File: src/rtl/kmeans_centroid_sink.sv
// kmeans_centroid_sink: captures a k-means centroid burst, checks its length,
// optionally sorts it ascending (odd-even transposition), and streams it out
// over a valid/ready interface with index and last markers.
module kmeans_centroid_sink #(
  parameter int unsigned CLUSTER_SIZE = 4,
  parameter int unsigned DATA_W       = 16,
  parameter bit          SORT_EN      = 1'b1
) (
  input  logic                              clk,
  input  logic                              rst_n,
  input  logic                              in_valid,
  input  logic [DATA_W-1:0]                 in_data,
  output logic                              m_valid,
  input  logic                              m_ready,
  output logic [DATA_W-1:0]                 m_data,
  output logic [$clog2(CLUSTER_SIZE)-1:0]   m_index,
  output logic                              m_last,
  output logic                              frame_err,
  output logic                              busy
);

  localparam int unsigned CNT_W = $clog2(CLUSTER_SIZE) + 1;
  localparam int unsigned IDX_W = $clog2(CLUSTER_SIZE);

  localparam logic [CNT_W-1:0] CNT_FULL = CNT_W'(CLUSTER_SIZE);
  localparam logic [CNT_W-1:0] CNT_LAST = CNT_W'(CLUSTER_SIZE - 1);
  localparam logic [IDX_W-1:0] IDX_LAST = IDX_W'(CLUSTER_SIZE - 1);

  typedef enum logic [2:0] {
    S_IDLE    = 3'd0,
    S_CAPTURE = 3'd1,
    S_SORT    = 3'd2,
    S_SEND    = 3'd3,
    S_DRAIN   = 3'd4
  } state_e;

  state_e              state_q, state_d;
  logic [CNT_W-1:0]    cnt_q, cnt_d;
  logic [DATA_W-1:0]   mem_q [CLUSTER_SIZE];
  logic [DATA_W-1:0]   mem_d [CLUSTER_SIZE];
  logic [DATA_W-1:0]   sorted_c [CLUSTER_SIZE];
  logic                block_q, block_d;
  logic                m_valid_q, m_valid_d;
  logic [DATA_W-1:0]   m_data_q, m_data_d;
  logic [IDX_W-1:0]    m_index_q, m_index_d;
  logic                m_last_q, m_last_d;
  logic                frame_err_q, frame_err_d;
  logic                busy_q, busy_d;
  logic [IDX_W-1:0]    nxt_idx_c;

  // One transposition pass; parity of the pass counter selects even/odd pairs
  always_comb begin
    sorted_c = mem_q;
    for (int i = 0; i < int'(CLUSTER_SIZE) - 1; i++) begin
      if (((i % 2) == int'(cnt_q[0])) && (mem_q[i] > mem_q[i+1])) begin
        sorted_c[i]   = mem_q[i+1];
        sorted_c[i+1] = mem_q[i];
      end
    end
  end

  // Next-state and registered-output logic
  always_comb begin
    state_d     = state_q;
    cnt_d       = cnt_q;
    mem_d       = mem_q;
    block_d     = block_q;
    m_valid_d   = m_valid_q;
    m_data_d    = m_data_q;
    m_index_d   = m_index_q;
    m_last_d    = m_last_q;
    frame_err_d = 1'b0;
    nxt_idx_c   = IDX_W'(cnt_q + CNT_W'(1));

    // An ignored overlapping burst stays ignored until in_valid drops
    if (!in_valid) begin
      block_d = 1'b0;
    end

    case (state_q)
      S_IDLE: begin
        if (in_valid && !block_q) begin
          mem_d[0] = in_data;
          cnt_d    = CNT_W'(1);
          state_d  = S_CAPTURE;
        end
      end

      S_CAPTURE: begin
        if (in_valid) begin
          if (cnt_q == CNT_FULL) begin
            frame_err_d = 1'b1;
            cnt_d       = '0;
            state_d     = S_DRAIN;
          end else begin
            mem_d[IDX_W'(cnt_q)] = in_data;
            cnt_d                = cnt_q + CNT_W'(1);
          end
        end else if (cnt_q == CNT_FULL) begin
          cnt_d = '0;
          if (SORT_EN) begin
            state_d = S_SORT;
          end else begin
            state_d   = S_SEND;
            m_valid_d = 1'b1;
            m_data_d  = mem_q[0];
            m_index_d = '0;
            m_last_d  = 1'b0;
          end
        end else begin
          frame_err_d = 1'b1;
          cnt_d       = '0;
          state_d     = S_IDLE;
        end
      end

      S_SORT: begin
        if (in_valid && !block_q) begin
          frame_err_d = 1'b1;
          block_d     = 1'b1;
        end
        mem_d = sorted_c;
        if (cnt_q == CNT_LAST) begin
          cnt_d     = '0;
          state_d   = S_SEND;
          m_valid_d = 1'b1;
          m_data_d  = sorted_c[0];
          m_index_d = '0;
          m_last_d  = 1'b0;
        end else begin
          cnt_d = cnt_q + CNT_W'(1);
        end
      end

      S_SEND: begin
        if (in_valid && !block_q) begin
          frame_err_d = 1'b1;
          block_d     = 1'b1;
        end
        if (m_valid_q && m_ready) begin
          if (m_last_q) begin
            m_valid_d = 1'b0;
            cnt_d     = '0;
            state_d   = S_IDLE;
          end else begin
            cnt_d     = cnt_q + CNT_W'(1);
            m_data_d  = mem_q[nxt_idx_c];
            m_index_d = nxt_idx_c;
            m_last_d  = (nxt_idx_c == IDX_LAST);
          end
        end
      end

      S_DRAIN: begin
        if (!in_valid) begin
          state_d = S_IDLE;
        end
      end

      default: begin
        state_d = S_IDLE;
      end
    endcase

    busy_d = (state_d != S_IDLE);
  end

  // State, buffer and output registers
  always_ff @(posedge clk or negedge rst_n) begin
    if (!rst_n) begin
      state_q     <= S_IDLE;
      cnt_q       <= '0;
      block_q     <= 1'b0;
      m_valid_q   <= 1'b0;
      m_data_q    <= '0;
      m_index_q   <= '0;
      m_last_q    <= 1'b0;
      frame_err_q <= 1'b0;
      busy_q      <= 1'b0;
      for (int i = 0; i < int'(CLUSTER_SIZE); i++) begin
        mem_q[i] <= '0;
      end
    end else begin
      state_q     <= state_d;
      cnt_q       <= cnt_d;
      block_q     <= block_d;
      m_valid_q   <= m_valid_d;
      m_data_q    <= m_data_d;
      m_index_q   <= m_index_d;
      m_last_q    <= m_last_d;
      frame_err_q <= frame_err_d;
      busy_q      <= busy_d;
      mem_q       <= mem_d;
    end
  end

  assign m_valid   = m_valid_q;
  assign m_data    = m_data_q;
  assign m_index   = m_index_q;
  assign m_last    = m_last_q;
  assign frame_err = frame_err_q;
  assign busy      = busy_q;

endmodule
File: config.mk
export PLATFORM = sky130hd
export DESIGN_NAME = kmeans_centroid_sink
export DESIGN_NICKNAME = d
export VERILOG_FILES = /design/src/rtl/kmeans_centroid_sink.sv
export SDC_FILE = /design/constraint.sdc
export NUM_CORES = 1
export LEC_CHECK = 0
export CAP_MARGIN = 20
export CORE_ASPECT_RATIO = 1.4
export CORE_MARGIN = 1.5
export CORE_UTILIZATION = 25
export CTS_CLUSTER_SIZE = 20
export DETAILED_ROUTE_END_ITERATION = 8
export REMOVE_ABC_BUFFERS = 1
export SYNTH_ARGS = -nofsm -noshare
export SYNTH_HDL_FRONTEND = slang
export SYNTH_SLANG_ARGS = --single-unit
File: constraint.sdc
create_clock -name clk -period 2.7 [get_ports clk]
set_input_delay 0.54 -clock clk [delete_from_list [all_inputs] [get_ports clk]]
set_output_delay 0.54 -clock clk [all_outputs]
set_load 0.05 [all_outputs]
After elaboration in Yosys (flattened, before gate mapping):

Index checks and enable logic that the tools add are counted.

* register bits: 93
* bits in latches: 0
* RAM bits: 0
* ROM bits: 0
* input port bits: 20
* output and inout port bits: 22
* word-level logic and storage cells: 116
* memories kept: 0

* add/sub/neg operators: 1
* $mul: 0
* div/mod/pow operators: 0
* magnitude comparators: 6
* equal/unequal tests: 17
* shift-type cells: 0
* muxes and demuxes: 54
* bitwise operators: 3
* reductions and logical operators: 22

Operator list (count)
* $mux 64: 2
* $mux 16: 7
* $mux 32: 3
* $pmux 48 s2: 1
* $bwmux 64: 1
* $gt 16x16->1: 3
* $pmux 16 s3: 1
* $mux 3: 13
* $bmux 16 s2: 1
* $demux 16 s2: 1
* $pmux 16 s2: 1
* $reduce_and 4->1: 6
* $ne 2x2->1 const B: 8
* $pmux 3 s5: 1
* $mux 1: 13
* $pmux 3 s4: 1
* $eq 3x2->1 const B: 3
* $mux 2: 4
* $eq 3x3->1 const B: 2
* $ge 3x3->1 const B: 2
* $logic_and 1x1->1: 6
* $ne 3x3->1 const B: 2
* $not 2->3: 2
* $pmux 1 s2: 3
* 13 further kinds: 16

Logic depth before layout (Yosys ltp):

* word-level depth: 9
* mapped depth: 10
* mapped depth without buffers: 8

Least setup slack after synthesis:

No wires, ideal clock.

* path kind: reg2reg
* from: register mem_q[43] (netlist name)
* to: register m_data_q[10], in the netlist m_data[10]
* library setup time: 0.104 ns
* data arrival time: 2.257 ns
* data required time: 2.596 ns
* path slack: 0.340 ns
* cell stages (with the launch flop): 11
* buffers on the path: 2
* period minus slack after synthesis: 2.360 ns
* path through: dfrtp_1 inv_1 ha_1 nand4_1 nor2_1 a221o_1 o31a_1 buf_6 buf_8 mux2i_1 a221oi_1

* cells in the longest elaborated chain, start to end: 5

Ends and longest elaborated chain
* start: declaration: RTL line 39 `logic [DATA_W-1:0] mem_q [CLUSTER_SIZE];`
* start signal: assignment: RTL line 193 `mem_q <= mem_d;`
* $gt 16x16->1: RTL line 55 `if (((i % 2) == int'(cnt_q[0])) && (mem_q[i] > mem_q[i+1])) begin`
* $logic_and 1x1->1: RTL line 55
* $mux 32: RTL line 55
* $mux 16: RTL line 123 `if (cnt_q == CNT_LAST) begin`
* $pmux 16 s2: RTL line 80 `case (state_q)`
* end signal: assignment: RTL line 188 `m_data_q <= m_data_d;`
* end: declaration: RTL line 44 `logic [DATA_W-1:0] m_data_q, m_data_d;`

No other way between the ends. The select of a mux whose other input is x is not followed.
A chain may end at the register's enable or synchronous reset.

Worst setup path in the final report:

* from: register mem_q[11] (netlist name)
* to: register mem_q[18] (netlist name)

* cells in the longest elaborated chain, start to end: 4
* elaborated cells on any way between the ends: 6
* those cells by class: order compare: 1; eq/ne: 1; mux: 2; reduce/logical: 2

Ends and longest elaborated chain (RTL line)
* $gt 16x16->1 (*): 55
* $logic_and 1x1->1 (*): 55
* $ne 3x3->1 (no source line) or $mux 32 (tied branches)
* $reduce_and 4->1 (no source line) or $pmux 48 s2 (tied branches)

Every way passes the cells marked *; elsewhere a longest branch is shown, timed or not. The select of a mux whose other input is x is not followed.

==> parameters.txt <==
Parameter                              Value

Synth
  Primary flip-flop cell chosen by synthesis mapping ... sky130_fd_sc_hd__dfrtp_1
  Number of warnings issued by yosys ... 0
  Proportion of register bits with asynchronous set or reset after synthesis ... 1.00
  Fraction of the yosys area taken by sequential cells ... 0.357
  Mapped Area ... approximately 6500 sq um
  Cell accounting for the most synthesized area ... sky130_fd_sc_hd__dfrtp_1
  Cell types occupying the most area after synthesis ... sky130_fd_sc_hd__dfrtp_1 36%, sky130_fd_sc_hd__ha_1 10%, sky130_fd_sc_hd__mux4_2 5.5%
  Yosys reg bits ... a little over 90
  Area share of the largest cell type after synthesis ... 0.357
  Post-synthesis cell type count ... 57
  Number of instances in the synthesized netlist ... roughly 680
  EDFF count, synth ... 0
  Post-synthesis area per instance ... around 9.7 sq um

Placed design
  Placement-stage worst setup slack ... 115 ps
  Number of port buffers ... 41
  Final weighted congestion of routability-driven global placement ... ~0.9
  Dpl cell area ... 7820 sq um
  Total half-perimeter wirelength after legalization and detailed placement ... approximately 17000 microns

Clocking
  Register clock-pin slew on the reported worst setup and hold paths ... 70 ps
  Root buf cell ... sky130_fd_sc_hd__clkbuf_16
  CTS tree ... yes
  Clk sink count ... between 90 and 100
  Maximum count of clock buffers along a single path ... 2
  H-tree level count ... 3
  CTS Hold Bufs ... 0
  Insertion delay of the later-clocked pin in the worst-skew pair ... 350 ps
  Total clock buffers created by CTS ... 9

Final layout
  Final instance area ... 8180 sq um
  Number of fill cells ... 2598
  Total inserted antenna cells ... 0
  Layout-stage area growth over the synthesis result ... 25.4%
  Fraction of layout instances using a drive strength above 1 ... 0.177
  Final-stage net count ... approximately 840
  Area taken by flip-flops and latches ... ~2300 sq um
  Combined area of the multi-input logic cells ... ~3700 sq um

Timing
  Final max-slew violation count ... 0
  Final setup slack of the worst path ... 97.8 ps
  Post-route minimum period ... between 2000 and 3000 ps
  Final hold violation count ... 0
  Rel. slew slack ... 0.549
  Final Skew ... about 10 ps
  Hold WS ... ~160 ps
  RSZ-0062 raised after global routing ... false
  Share of the clock period used by the worst path ... 0.964
  Achievable frequency ... approximately 380 MHz
  Worst-margin pin slew ... just under 700 ps
  Number of setup violations in the final report ... 0

Detailed routing
  Average vias per placed instance ... roughly 5.7
  Avg WL per Cell ... 21.3 microns
  Antenna-violating nets left ... 0
  DRT Pass-1 Iters ... 7
  WL final ... between 20000 and 25000 microns
  DRC violation count after routing ... 3
  Initial detailed-routing violation count ... 640
  Via count ... roughly 6000

Global route
  Pin count of the biggest net entering global routing ... 36
  Met1 track demand over resource in global routing ... 0.201
  Initial antenna violation count ... 0
  Via count of the first global-routing pass ... approximately 6300
  Total GRT Usage ... 0.173
  Wire length of the first global-routing pass ... ~36000 microns
  Total global routing overflow ... 0
  Most crowded layer after global routing ... met2
  M2 GR Usage ... 0.293
  Met3 GRT Util ... 0.0299

Die
  Area of the core ... approximately 25000 sq um
  Die Span X ... 139 microns
  Starting density of the core ... 0.256
  Site Rows ... 69
  Number of primary I/O pins ... between 40 and 50
  DIE HEIGHT ... ~190 microns
  Area of the die ... between 20000 and 30000 sq um

Critical path
  Maximum fanout along the worst path ... 14
  Arr. time, crit path ... between 2000 and 3000 ps
  Register-to-register setup slack ... between 90 and 100 ps
  Path type of the worst setup path ... reg -> reg
  Kind of end point of the critical path ... register
  Capture point of the worst reg-to-reg path ... mem_q[18]
  Worst setup startpoint ... mem_q[11]
  End point of the critical path ... mem_q[18]
  Launching element type of the critical path ... register
  Worst endpoint required time ... 2910 ps
  Number of cells on the worst reg-to-reg path ... 9
  Worst R2R Start ... mem_q[11]

Power and ir drop
  Leakage component of the power ... 3.41 nW
  Switching power total ... 0.00425 W
  Switching Fraction ... 0.460
  Internal power contribution ... 0.00499 W
  Relative contribution of combinational cells to total power ... 0.599
  Fraction of power consumed by the clock network ... 0.147
  PwrDens ... roughly 1100 nW/um^2
  IR drop worst, VDD ... ~0.45 mV
  Seq pwr share ... 0.255

Job
  Max_cap viols ... 0

Worst hold path
  Worst Hold Class ... in -> async

Outcome
  Status ... finished, violations left
  Failing checks ... design-rule violations
power by group through the flow:
stage | Clock, W | Combinational [W] | Sequential, W
detailed placement | 0 | 0.00540 | 0.00236
global route | 0.00143 | 0.00600 | 0.00242
finish | 0.00136 | 0.00554 | 0.00236
global placement | 0 | 0.00536 | 0.00235
floorplan | 0 | 0.00299 | 0.00250
CTS | 0.00138 | 0.00543 | 0.00234
synthesized netlist by cell type (2+ instances only):
library cell,instances
sky130_fd_sc_hd__nor3_1,4
sky130_fd_sc_hd__dfrtp_1,93
sky130_fd_sc_hd__o31a_1,2
sky130_fd_sc_hd__o22ai_1,17
sky130_fd_sc_hd__o211a_1,2
sky130_fd_sc_hd__clkbuf_1,28
sky130_fd_sc_hd__o21ai_0,13
sky130_fd_sc_hd__nand2_1,35
sky130_fd_sc_hd__a221oi_2,2
sky130_fd_sc_hd__a221oi_1,31
sky130_fd_sc_hd__a2bb2oi_1,16
sky130_fd_sc_hd__a211oi_1,2
sky130_fd_sc_hd__nand4_2,2
sky130_fd_sc_hd__a21oi_1,26
sky130_fd_sc_hd__a21o_1,3
sky130_fd_sc_hd__nand3_1,11
sky130_fd_sc_hd__a22oi_1,33
sky130_fd_sc_hd__ha_1,54
sky130_fd_sc_hd__nor2b_1,5
sky130_fd_sc_hd__buf_6,2
sky130_fd_sc_hd__nor2_1,50
sky130_fd_sc_hd__mux4_2,16
sky130_fd_sc_hd__o21a_1,2
sky130_fd_sc_hd__nand2b_1,3
sky130_fd_sc_hd__o311ai_0,16
sky130_fd_sc_hd__o21ai_1,10
sky130_fd_sc_hd__mux2i_1,17
sky130_fd_sc_hd__buf_2,10
sky130_fd_sc_hd__nand4_1,24
sky130_fd_sc_hd__and2_1,4
sky130_fd_sc_hd__inv_1,73
sky130_fd_sc_hd__a32oi_1,16
sky130_fd_sc_hd__or3_1,2
sky130_fd_sc_hd__o211ai_1,22
sky130_fd_sc_hd__o31ai_2,3
sky130_fd_sc_hd__nor4_1,2
sky130_fd_sc_hd__buf_1,4
cell families (layout without fill, tap and decap cells):
group / count (synthesis) / count (layout) / share of synthesized area
buffers and inverters: 119 / 213 / 0.0751
multiplexers: 34 / 34 / 0.0831
flip-flops: 93 / 93 / 0.357
XOR/XNOR: 1 / 1 / 0.00134
AO/OA/AOI/OAI: 229 / 229 / 0.272
AND/OR/NAND/NOR: 145 / 145 / 0.108
adder cells (fa/ha/maj): 54 / 54 / 0.104
worst max-delay path: stages, from the launching register on:
cell,delay (ps)
sky130_fd_sc_hd__dfrtp_1,380
sky130_fd_sc_hd__inv_1,90
sky130_fd_sc_hd__ha_1,310
sky130_fd_sc_hd__nand4_1,270
sky130_fd_sc_hd__nor4_2,360
sky130_fd_sc_hd__or3_1,250
sky130_fd_sc_hd__buf_4,300
sky130_fd_sc_hd__o221ai_4,130
sky130_fd_sc_hd__buf_4,220
sky130_fd_sc_hd__a2bb2oi_1,140
metrics by stage:
| stage | cells | util | power (W) | TNS [ps] |
|---|---|---|---|---|
| final | 1088 | 0.321 | 0.00925 | 0 |
| after global routing | 1088 | 0.321 | 0.00985 | 0 |
| after global placement | 1069 | 0.307 | 0.00770 | 0 |
| after floorplan | 629 | - | 0.00549 | -7050 |
| after detailed placement | 1069 | 0.307 | 0.00776 | 0 |
| after CTS | 1085 | 0.319 | 0.00915 | 0 |
routing by layer:
metal	part of all wire	wire length [microns]
met5	0	0
met3	0.062	1430
met4	0.057	1320
met2	0.50	11500
met1	0.38	8860
worst min-delay path by stage:
stage / depth (start not counted) / start / to / slack (ps)
global route: 1 / rst_n / frame_err / 200
floorplan: 0 / rst_n / block_q / 240
CTS: 1 / rst_n / frame_err / 170
finish: 1 / rst_n / frame_err / 160
global placement: 1 / m_index[0] / m_index[0] / 500
detailed placement: 1 / m_index[0] / m_index[0] / 510
cell usage in the layout (no fill, tap or decap), types with 17 or more instances in the layout:
master,n
sky130_fd_sc_hd__dfrtp_1,90
sky130_fd_sc_hd__o211ai_1,22
sky130_fd_sc_hd__a22oi_1,33
sky130_fd_sc_hd__ha_1,54
sky130_fd_sc_hd__nand2_1,35
sky130_fd_sc_hd__nor2_1,50
sky130_fd_sc_hd__a221oi_1,30
sky130_fd_sc_hd__buf_4,76
sky130_fd_sc_hd__mux2i_1,17
sky130_fd_sc_hd__inv_1,73
sky130_fd_sc_hd__nand4_1,24
sky130_fd_sc_hd__a21oi_1,26
sky130_fd_sc_hd__clkdlybuf4s50_1,40
sky130_fd_sc_hd__o22ai_1,17
cell type report:
cell class,instances,area share
clock buffer,13,0.0331
clock inverter,3,0.00520
inverter,73,0.0335
multi-input combinational,463,0.457
sequential,93,0.285
tap,319,0.0488
timing repair buffer,124,0.137
timing repair:
action | 4_1_cts | 5_1_grt
setup endpoints to repair | 0 | 34
resized for setup | 0 | 8
buffers inserted | 0 | 3
sequential cells by signal, summed over array words and instances (netlist names), 2 cells and up:
name and flops:
mem_q 64, m_data 16, cnt_q 3, state_q 3
m_index 2
Power figures use the tool's default switching activity.
